<file path="src/rtl/kp_pkg.sv">
// Shared keypad definitions: key legend, matrix geometry and the emulator state encoding.
// Used by the matrix emulator and by the scanner/decoder side.
package kp_pkg;

    localparam int KP_ROWS = 4;
    localparam int KP_COLS = 4;

    typedef logic [3:0] kp_key_t;

    typedef enum logic [2:0] {
        EMU_IDLE         = 3'd0,
        EMU_PRESS_BOUNCE = 3'd1,
        EMU_HOLD         = 3'd2,
        EMU_REL_BOUNCE   = 3'd3,
        EMU_DONE         = 3'd4
    } kp_emu_state_e;

    // Key index = {row, col}; legend follows the usual 1-2-3-A / *-0-#-D telephone layout.
    localparam kp_key_t KEY_1    = 4'h0;
    localparam kp_key_t KEY_2    = 4'h1;
    localparam kp_key_t KEY_3    = 4'h2;
    localparam kp_key_t KEY_A    = 4'h3;
    localparam kp_key_t KEY_4    = 4'h4;
    localparam kp_key_t KEY_5    = 4'h5;
    localparam kp_key_t KEY_6    = 4'h6;
    localparam kp_key_t KEY_B    = 4'h7;
    localparam kp_key_t KEY_7    = 4'h8;
    localparam kp_key_t KEY_8    = 4'h9;
    localparam kp_key_t KEY_9    = 4'hA;
    localparam kp_key_t KEY_C    = 4'hB;
    localparam kp_key_t KEY_STAR = 4'hC;
    localparam kp_key_t KEY_0    = 4'hD;
    localparam kp_key_t KEY_HASH = 4'hE;
    localparam kp_key_t KEY_D    = 4'hF;

endpackage

</file>
<file path="src/rtl/keypad_matrix_emulator_if.sv">
// Press-command channel of the keypad matrix emulator (valid/ready handshake).
interface keypad_matrix_emulator_if #(
    parameter int HOLD_W = 16
);
    import kp_pkg::*;

    logic              cmd_valid;
    logic              cmd_ready;
    kp_key_t           cmd_key;
    logic [HOLD_W-1:0] cmd_hold;
    logic              cmd_bounce;

    modport master (
        output cmd_valid,
        output cmd_key,
        output cmd_hold,
        output cmd_bounce,
        input  cmd_ready
    );

    modport slave (
        input  cmd_valid,
        input  cmd_key,
        input  cmd_hold,
        input  cmd_bounce,
        output cmd_ready
    );

endinterface

</file>
<file path="src/rtl/kp_bounce_lfsr.sv">
// Free-running 8-bit Fibonacci LFSR (taps 8,6,5,4) that supplies contact-bounce noise.
module kp_bounce_lfsr #(
    parameter logic [7:0] SEED = 8'hA5
) (
    input  logic       clk,
    input  logic       rst,
    output logic [7:0] q
);

    logic [7:0] q_reg;

    always_ff @(posedge clk) begin
        if (rst) begin
            q_reg <= SEED;
        end else begin
            q_reg <= {q_reg[6:0], q_reg[7] ^ q_reg[5] ^ q_reg[4] ^ q_reg[3]};
        end
    end

    assign q = q_reg;

endmodule

</file>
<file path="src/rtl/keypad_matrix_emulator.sv">
// 4x4 keypad matrix responder: turns "press key K for N cycles" commands into a
// registered switch closure and a passive, zero-latency row-to-column matrix.
module keypad_matrix_emulator
    import kp_pkg::*;
#(
    parameter int         BOUNCE_CYCLES = 16,
    parameter int         HOLD_W        = 16,
    parameter logic [7:0] LFSR_SEED     = 8'hA5
) (
    input  logic                     clk,
    input  logic                     rst,
    keypad_matrix_emulator_if.slave  cmd,
    input  logic [KP_ROWS-1:0]       row,
    output logic [KP_COLS-1:0]       col,
    output logic                     contact,
    output logic                     busy,
    output logic                     done
);

    localparam int BNC_W = $clog2(BOUNCE_CYCLES + 1);
    localparam int CNT_W = (HOLD_W > BNC_W) ? HOLD_W : BNC_W;
    localparam logic [CNT_W-1:0] BNC_LOAD = (BOUNCE_CYCLES > 0) ? CNT_W'(BOUNCE_CYCLES - 1) : '0;

    localparam logic [2:0] ST_IDLE         = EMU_IDLE;
    localparam logic [2:0] ST_PRESS_BOUNCE = EMU_PRESS_BOUNCE;
    localparam logic [2:0] ST_HOLD         = EMU_HOLD;
    localparam logic [2:0] ST_REL_BOUNCE   = EMU_REL_BOUNCE;
    localparam logic [2:0] ST_DONE         = EMU_DONE;

    logic [2:0]        state_reg, state_next;
    logic [CNT_W-1:0]  cnt_reg, cnt_next;
    logic              contact_reg, contact_next;
    kp_key_t           key_reg, key_next;
    logic [HOLD_W-1:0] hold_reg, hold_next;
    logic              bounce_reg, bounce_next;

    logic [HOLD_W-1:0] hold_src;
    logic [CNT_W-1:0]  hold_ext;
    logic [CNT_W-1:0]  hold_load;
    logic              bounce_req;
    logic              cnt_zero;
    logic              lfsr_bit;
    logic [6:0]        lfsr_unused;

    kp_bounce_lfsr #(
        .SEED (LFSR_SEED)
    ) u_lfsr (
        .clk (clk),
        .rst (rst),
        .q   ({lfsr_unused, lfsr_bit})
    );

    // HOLD is entered either straight from IDLE (use the live command) or after the press bounce.
    assign hold_src   = (state_reg == ST_IDLE) ? cmd.cmd_hold : hold_reg;
    assign hold_ext   = CNT_W'(hold_src);
    assign hold_load  = (hold_ext == '0) ? '0 : hold_ext - CNT_W'(1);
    assign bounce_req = cmd.cmd_bounce && (BOUNCE_CYCLES != 0);
    assign cnt_zero   = (cnt_reg == '0);

    always_comb begin
        state_next   = state_reg;
        cnt_next     = cnt_reg;
        contact_next = contact_reg;
        key_next     = key_reg;
        hold_next    = hold_reg;
        bounce_next  = bounce_reg;
        case (state_reg)
            ST_IDLE: begin
                contact_next = 1'b0;
                if (cmd.cmd_valid) begin
                    key_next    = cmd.cmd_key;
                    hold_next   = cmd.cmd_hold;
                    bounce_next = bounce_req;
                    if (bounce_req) begin
                        state_next   = ST_PRESS_BOUNCE;
                        cnt_next     = BNC_LOAD;
                        contact_next = lfsr_bit;
                    end else begin
                        state_next   = ST_HOLD;
                        cnt_next     = hold_load;
                        contact_next = 1'b1;
                    end
                end
            end
            ST_PRESS_BOUNCE: begin
                if (cnt_zero) begin
                    state_next   = ST_HOLD;
                    cnt_next     = hold_load;
                    contact_next = 1'b1;
                end else begin
                    cnt_next     = cnt_reg - CNT_W'(1);
                    contact_next = lfsr_bit;
                end
            end
            ST_HOLD: begin
                if (cnt_zero) begin
                    if (bounce_reg) begin
                        state_next   = ST_REL_BOUNCE;
                        cnt_next     = BNC_LOAD;
                        contact_next = lfsr_bit;
                    end else begin
                        state_next   = ST_DONE;
                        cnt_next     = '0;
                        contact_next = 1'b0;
                    end
                end else begin
                    cnt_next     = cnt_reg - CNT_W'(1);
                    contact_next = 1'b1;
                end
            end
            ST_REL_BOUNCE: begin
                if (cnt_zero) begin
                    state_next   = ST_DONE;
                    cnt_next     = '0;
                    contact_next = 1'b0;
                end else begin
                    cnt_next     = cnt_reg - CNT_W'(1);
                    contact_next = lfsr_bit;
                end
            end
            ST_DONE: begin
                state_next   = ST_IDLE;
                contact_next = 1'b0;
            end
            default: begin
                state_next   = ST_IDLE;
                cnt_next     = '0;
                contact_next = 1'b0;
            end
        endcase
    end

    always_ff @(posedge clk) begin
        if (rst) begin
            state_reg   <= ST_IDLE;
            cnt_reg     <= '0;
            contact_reg <= 1'b0;
            key_reg     <= '0;
            hold_reg    <= '0;
            bounce_reg  <= 1'b0;
        end else begin
            state_reg   <= state_next;
            cnt_reg     <= cnt_next;
            contact_reg <= contact_next;
            key_reg     <= key_next;
            hold_reg    <= hold_next;
            bounce_reg  <= bounce_next;
        end
    end

    assign cmd.cmd_ready = (state_reg == ST_IDLE);
    assign busy          = (state_reg != ST_IDLE);
    assign done          = (state_reg == ST_DONE);
    assign contact       = contact_reg;

    // Only the latched key's row is examined, so at most one column can ever be pulled low.
    generate
        for (genvar gi = 0; gi < KP_COLS; gi++) begin : g_col
            assign col[gi] = ~(contact_reg && (key_reg[1:0] == 2'(gi)) && !row[key_reg[3:2]]);
        end
    endgenerate

endmodule

</file>
<file path="src/flat_wrapper.sv">
// flat-port wrapper written by rule: the top's interface ports become plain ports
module keypad_matrix_emulator_flat import kp_pkg::*;
#(
    parameter int         BOUNCE_CYCLES = 16,
    parameter int         HOLD_W        = 16,
    parameter logic [7:0] LFSR_SEED     = 8'hA5
)
  (clk, rst, row, col, contact, busy, done, cmd_cmd_valid, cmd_cmd_key, cmd_cmd_hold, cmd_cmd_bounce, cmd_cmd_ready);
  keypad_matrix_emulator_if #(.HOLD_W(HOLD_W)) cmd_i ();
  input  logic clk;
  input  logic rst;
  input  logic [KP_ROWS-1:0] row;
  output logic [KP_COLS-1:0] col;
  output logic contact;
  output logic busy;
  output logic done;
  input wire logic [$bits(cmd_i.cmd_valid)-1:0] cmd_cmd_valid;
  input wire logic [$bits(cmd_i.cmd_key)-1:0] cmd_cmd_key;
  input wire logic [$bits(cmd_i.cmd_hold)-1:0] cmd_cmd_hold;
  input wire logic [$bits(cmd_i.cmd_bounce)-1:0] cmd_cmd_bounce;
  output wire logic [$bits(cmd_i.cmd_ready)-1:0] cmd_cmd_ready;
  assign cmd_i.cmd_valid = cmd_cmd_valid;
  assign cmd_i.cmd_key = cmd_cmd_key;
  assign cmd_i.cmd_hold = cmd_cmd_hold;
  assign cmd_i.cmd_bounce = cmd_cmd_bounce;
  assign cmd_cmd_ready = cmd_i.cmd_ready;
  keypad_matrix_emulator #(.BOUNCE_CYCLES(BOUNCE_CYCLES), .HOLD_W(HOLD_W), .LFSR_SEED(LFSR_SEED)) u_core (.clk(clk), .rst(rst), .cmd(cmd_i), .row(row), .col(col), .contact(contact), .busy(busy), .done(done));
endmodule
</file>
<file path="config.mk">
export PLATFORM = sky130hd
export DESIGN_NAME = keypad_matrix_emulator_flat
export DESIGN_NICKNAME = d
export VERILOG_FILES = /design/src/rtl/kp_pkg.sv /design/src/rtl/keypad_matrix_emulator_if.sv /design/src/rtl/kp_bounce_lfsr.sv /design/src/rtl/keypad_matrix_emulator.sv /design/src/flat_wrapper.sv
export SDC_FILE = /design/constraint.sdc
export NUM_CORES = 1
export LEC_CHECK = 0
export BUFFER_PORTS_ARGS = -buffer_cell sky130_fd_sc_hd__buf_2
export CORE_MARGIN = 5
export CORE_UTILIZATION = 60
export CTS_CLUSTER_DIAMETER = 30
export DETAILED_ROUTE_END_ITERATION = 12
export MAX_ROUTING_LAYER = met4
export PLACE_DENSITY = 0.83
export SYNTH_ARGS = -nofsm -noshare
export SYNTH_HDL_FRONTEND = slang
export SYNTH_SLANG_ARGS = --single-unit
</file>
<file path="constraint.sdc">
create_clock -name clk -period 6.5 [get_ports clk]
set_input_delay 0.65 -clock clk [delete_from_list [all_inputs] [get_ports clk]]
set_output_delay 0.65 -clock clk [all_outputs]
set_load 0.01 [all_outputs]
</file>
Word level (Yosys, flattened, before mapping)
Index checks and enable logic that the tools add are counted.
Widths: inputs -> output; s select.
{"block": "word_totals", "register_bits": 49, "out_inout_bits": 8, "word_cells": 71}
{"block": "op_classes", "add_sub_neg": 2, "magnitude_cmp": 1, "n_eq_ne": 11, "n_mux": 25, "n_bitwise": 8, "reduce_logical": 17}
{"cell": "$mux 16", "count": 7}
{"cell": "$pmux 16 s5", "count": 1}
{"cell": "$logic_not 16->1", "count": 2}
{"cell": "$sub 16x1->16 const B", "count": 2}
{"cell": "$mux 3", "count": 5}
{"cell": "$pmux 3 s4", "count": 1}
{"cell": "$logic_and 1x1->1", "count": 8}
{"cell": "$mux 1", "count": 7}
{"cell": "$eq 3x2->1 const B", "count": 2}
{"cell": "$ne 2x1->1 const B", "count": 3}
{"cell": "$not 1->1", "count": 5}
{"cell": "$eq 2x2->1 const B", "count": 2}
{"cell": "$mux 4", "count": 1}
{"cell": "$pmux 1 s4", "count": 1}
{"cell": "$reduce_and 2->1", "count": 2}
{"cell": "$reduce_and 4->1", "count": 1}
{"cell": "$eq 3x1->1 const B", "count": 1}
{"cell": "$eq 3x3->1 const B", "count": 1}
{"cell": "$logic_not 3->1", "count": 1}
{"cell": "$lt 2x3->1 const B", "count": 1}
{"cell": "$reduce_bool 3->1", "count": 1}
{"cell": "$xor 1x1->1", "count": 3}
{"cell": "$bmux 1 s2", "count": 1}
{"cell": "$eq 2x1->1 const B", "count": 1}
{"cell": "other kinds (4)", "count": 4}

Depth between registers and ports, before layout
{"block": "logic_depth", "ltp_word": 7, "mapped_depth": 14}

By module
A second synthesis with hierarchy kept.
{"block": "unflattened", "cells_unflattened": 410, "area_unflattened_um2": 3209.3}
{"mod": "keypad_matrix_emulator", "n_inst": 1, "cells_per_inst": 391, "area_per_inst_um2": 2972.9, "seq_area_each_um2": 820.8}
{"mod": "kp_bounce_lfsr", "n_inst": 1, "cells_per_inst": 19, "area_per_inst_um2": 236.5, "seq_area_each_um2": 160.2}

Least setup slack after synthesis
Ideal clock, no wire load.
{"block": "synth_path", "kind": "register to register", "from": "register u_core.state_reg[0]", "to": "register u_core.cnt_reg[14]", "setup_time_ns": 0.060, "arrival_ns": 3.768, "required_time_ns": 6.440, "path_slack_ns": 2.672, "path_stages_with_launch": 15, "n_path_buf": 4, "path_cell_list": "dfxtp_1 -> buf_6 -> or3_1 -> buf_2 -> inv_2 -> buf_2 -> clkbuf_1 -> mux2i_1 -> ha_1 -> or4b_1 -> or4_4 -> a21oi_2 -> mux2_1 -> nor3_1 -> a221o_1"}
{"block": "synth_via", "elab_chain_len": 7, "word_cells_on_any_way": 16}
{"element": "start: declaration", "line_no": "keypad_matrix_emulator.sv:30", "text": "logic [2:0] state_reg, state_next;"}
{"element": "start signal: assignment", "line_no": "keypad_matrix_emulator.sv:142", "text": "state_reg <= state_next;"}
{"element": "$logic_not 3->1 (*)"}
{"element": "named net cmd_cmd_ready", "line_no": "flat_wrapper.sv:21", "text": "output wire logic [$bits(cmd_i.cmd_ready)-1:0] cmd_cmd_ready;"}
{"element": "$mux 16", "line_no": "keypad_matrix_emulator.sv:54", "text": "assign hold_src = (state_reg == ST_IDLE) ? cmd.cmd_hold : hold_reg;"}
{"element": "$sub 16x1->16 or $logic_not 16->1 (tied branches)", "line_no": "keypad_matrix_emulator.sv:56", "text": "assign hold_load = (hold_ext == '0) ? '0 : hold_ext - CNT_W'(1);"}
{"element": "$mux 16", "line_no": "keypad_matrix_emulator.sv:56"}
{"element": "$mux 16", "line_no": "keypad_matrix_emulator.sv:74", "text": "if (bounce_req) begin"}
{"element": "$mux 16", "line_no": "keypad_matrix_emulator.sv:70", "text": "if (cmd.cmd_valid) begin"}
{"element": "$pmux 16 s5", "line_no": "keypad_matrix_emulator.sv:67", "text": "case (state_reg)"}
{"element": "end signal: assignment", "line_no": "keypad_matrix_emulator.sv:143", "text": "cnt_reg <= cnt_next;"}
{"element": "end: declaration", "line_no": "keypad_matrix_emulator.sv:31", "text": "logic [CNT_W-1:0] cnt_reg, cnt_next;"}
The timed path passes the listed nets; every way through them passes the cells marked *. The select of a mux whose other input is x is not followed.
A chain may end at the register's enable or synchronous reset.

Worst setup path after layout
{"block": "layout_path", "from": "register u_core.state_reg[2]", "to": "register u_core.cnt_reg[0]"}
{"block": "layout_via", "elab_chain_len": 7, "word_cells_on_any_way": 16}
{"element": "$logic_not 3->1", "line_no": "keypad_matrix_emulator.sv:54, keypad_matrix_emulator.sv:67"}
{"element": "$mux 16", "line_no": "keypad_matrix_emulator.sv:54"}
{"element": "$sub 16x1->16 or $logic_not 16->1 (tied branches)", "line_no": "keypad_matrix_emulator.sv:56"}
{"element": "$mux 16", "line_no": "keypad_matrix_emulator.sv:56"}
{"element": "$mux 16", "line_no": "keypad_matrix_emulator.sv:74"}
{"element": "$mux 16", "line_no": "keypad_matrix_emulator.sv:70"}
{"element": "$pmux 16 s5", "line_no": "keypad_matrix_emulator.sv:67"}
Several ways; a longest one is shown, not always the timed one. The select of a mux whose other input is x is not followed.

==> results.ini <==
[critical_path]
start_kind = flop
endpoint_kind = flop
worst-setup-path-type = flop to flop
cp_cell_sequence = or3_1 > inv_2 > mux2i_1 > ha_1 > nor4b_1 > nand4_1 > a22oi_2 > a211oi_2 > a221oi_1 > nand2_1
worstPathArrival_ns = 4.35
slowest_stage = or3_1
cp_slowest_stage_delay_ns = 0.65
required_ns = 6.70
worstPathBufferInverterCount = 1
crit_fanout = 28
path_delay_family = simple AND/OR/NAND/NOR gates

[routing]
num_vias = 3034
drt-initial-drc-count = 358
wire_per_inst_um = 15.5
drc_errors = 0
ant_nets = 0
routed_wl_mm = 7.63
via_per_inst = 6.15
dr.pass1.iters = 6

[finish]
layout-drive-gt1-share_pct = 13.6
multi_input_area_um2 = 1930
num_antenna_cells = 0
fill_cells = 426
finish.net_count = 456
area_delta_synth_final_pct = 9.02
register_area_um2 = 981

[pwr]
finalPower_mw = 1.59
leakagePower_nw = 1.28
power_density_nw_per_um2 = 483
worst_ir_drop_vdd_mv = 0.273

[yosys]
yosys_register_bits = 49
async_flop_share_pct = 0
synth.net_count = 432
synth.top_cell.area_share_pct = 32.5
synthCells = 401
syn_avg_cell_area_um2 = 7.54
syn_area_um2 = 3020
synth_ff_type = dfxtp_1
ys_warn_count = 0
synthTopCellsByArea = dfxtp_1 (32%), nand2_1 (8.8%), a21oi_1 (6.6%)
synth_edf_count = 0
ys_seq_area_share_pct = 32.5
synth_area_leader_cell = dfxtp_1
synth_cell_types = 60

[placed_design]
port_buffers = 35
dp_worst_setup_slack_ns = 2.46
gp_congestion = 0.939
hpwl_mm = 5.58

[timing]
setup_tns_ns = 0
clock_skew_ns = 0.00562
hold_viol_final = 0
rsz0062_at_grt = no
slew_headroom_pct = 43.8
period_needed_ns = 4.15
finalSetupViolations = 0
drv_slew = 0
setup_slack_ns = 2.35
tightest_slew_ns = 0.842
max_freq_mhz = 241
finalCritPeriodShare_pct = 63.9

[global_routing]
antenna_found_initial = 0
grt_max_degree = 48
grt_usage_pct = 25.6
overflow = 0
grt_pass1_vias = 2717
grt_pass1_wl_mm = 13.0

[floorplan]
coreArea_um2 = 4820
start_util_pct = 62.8
row_count = 25
die_w_um = 81.0
die_h_um = 81.0
io_pins = 36
die-area_um2 = 6560

[clock_tree]
cts-root-buf = clkbuf_8
ctsResizeCount = 0
cts_buffers = 5
cts_tree = yes
cts_max_level = 2
insertion_delay_ns = 0.31
clk_pin_slew_ns = 0.09
clk_path_buf_depth = 2
postCtsSetupRepairBufs = 0
cts_sinks = 49
cts_hold_buffers = 0

[run]
drv_cap = 0

[worst_hold_path]
hold_path_class = flop to flop

[status]
status = complete, no violations

synthesized netlist by cell type (all sizes together) (2+ instances only):
master   n
a21oi   41
a221o    2
a221oi   3
a22oi    3
a31oi    2
and3     4
buf      4
clkbuf  15
dfxtp   49
ha       3
inv      8
mux2i   10
nand2   71
nand2b   5
nand3   13
nand4    5
nor2    30
nor2b    6
nor3    20
nor3b    5
nor4    11
nor4b    4
o211ai   7
o21a     2
o21ai   12
o21bai   2
o22ai    5
o31ai    5
o32ai    2
or2      5
or3      8
or4      4
xnor2    8
xor2    11
logic make-up after synthesis:
kind of cell	share of synthesized area (%)
multiplexers	4.43
adder cells (fa/ha/maj)	1.24
XOR/XNOR	5.50
AO/OA/AOI/OAI	20.2
flip-flops	32.5
buffers and inverters	3.68
AND/OR/NAND/NOR	32.5
worst paths after layout:
check | start | to | slack [ns] | depth (start not counted)
max | u_core.state_reg[2] | u_core.cnt_reg[0] | 2.35 | 10
min | u_core.u_lfsr.q[1] | u_core.u_lfsr.q[2] | 0.42 | 1
max reg2reg | u_core.state_reg[2] | u_core.cnt_reg[0] | 2.35 | 10
min reg2reg | u_core.u_lfsr.q[1] | u_core.u_lfsr.q[2] | 0.42 | 1
metal layers:
layer | part of all wire, % | vias up | GRT usage (%) | wire [um]
li1 | - | 1507 | - | -
met1 | 43 | 1387 | 33.8 | 3270
met2 | 47 | 128 | 39.9 | 3610
met3 | 8.3 | 12 | 4.99 | 633
met4 | 1.5 | 0 | 7.43 | 113
met5 | 0 | - | - | 0
cells in the final DEF (no fill, tap or decap), types with 10 or more instances in the layout:
cell	synthesis	final
nand2_1	71	71
dfxtp_1	49	49
a21oi_1	40	40
buf_2	2	35
nor2_1	30	30
nor3_1	19	19
nand3_1	13	13
xor2_1	11	11
mux2i_1	10	10
nor4_1	10	10
o21ai_0	10	10
power breakdown:
group,switching [mW],internal (mW)
logic,0.564,0.350
registers,0.111,0.388
clock network,0.104,0.0759
area by class of cell:
cell class / instances / share of cell area [%]
Sequential cell: 49 / 29.8
Timing Repair Buffer: 36 / 5.54
Multi-Input combinational cell: 325 / 58.6
Clock buffer: 6 / 2.20
Inverter: 8 / 0.911
Tap cell: 67 / 2.54
Clock inverter: 2 / 0.456
metrics by stage:
| stage | instance area, um2 | cells | utilization [%] | hold slack [ns] |
|---|---|---|---|---|
| final | 3300 | 493 | 68.4 | 0.419 |
| after global routing | 3300 | 493 | 68.4 | 0.445 |
| after CTS | 3300 | 493 | 68.4 | 0.423 |
| after detailed placement | 3210 | 485 | 66.6 | 0.397 |
| after global placement | 3210 | 485 | 66.6 | 0.395 |
| after floorplan | 3020 | 401 | - | 0.389 |
No activity file was read; power rests on OpenSTA's default activity.
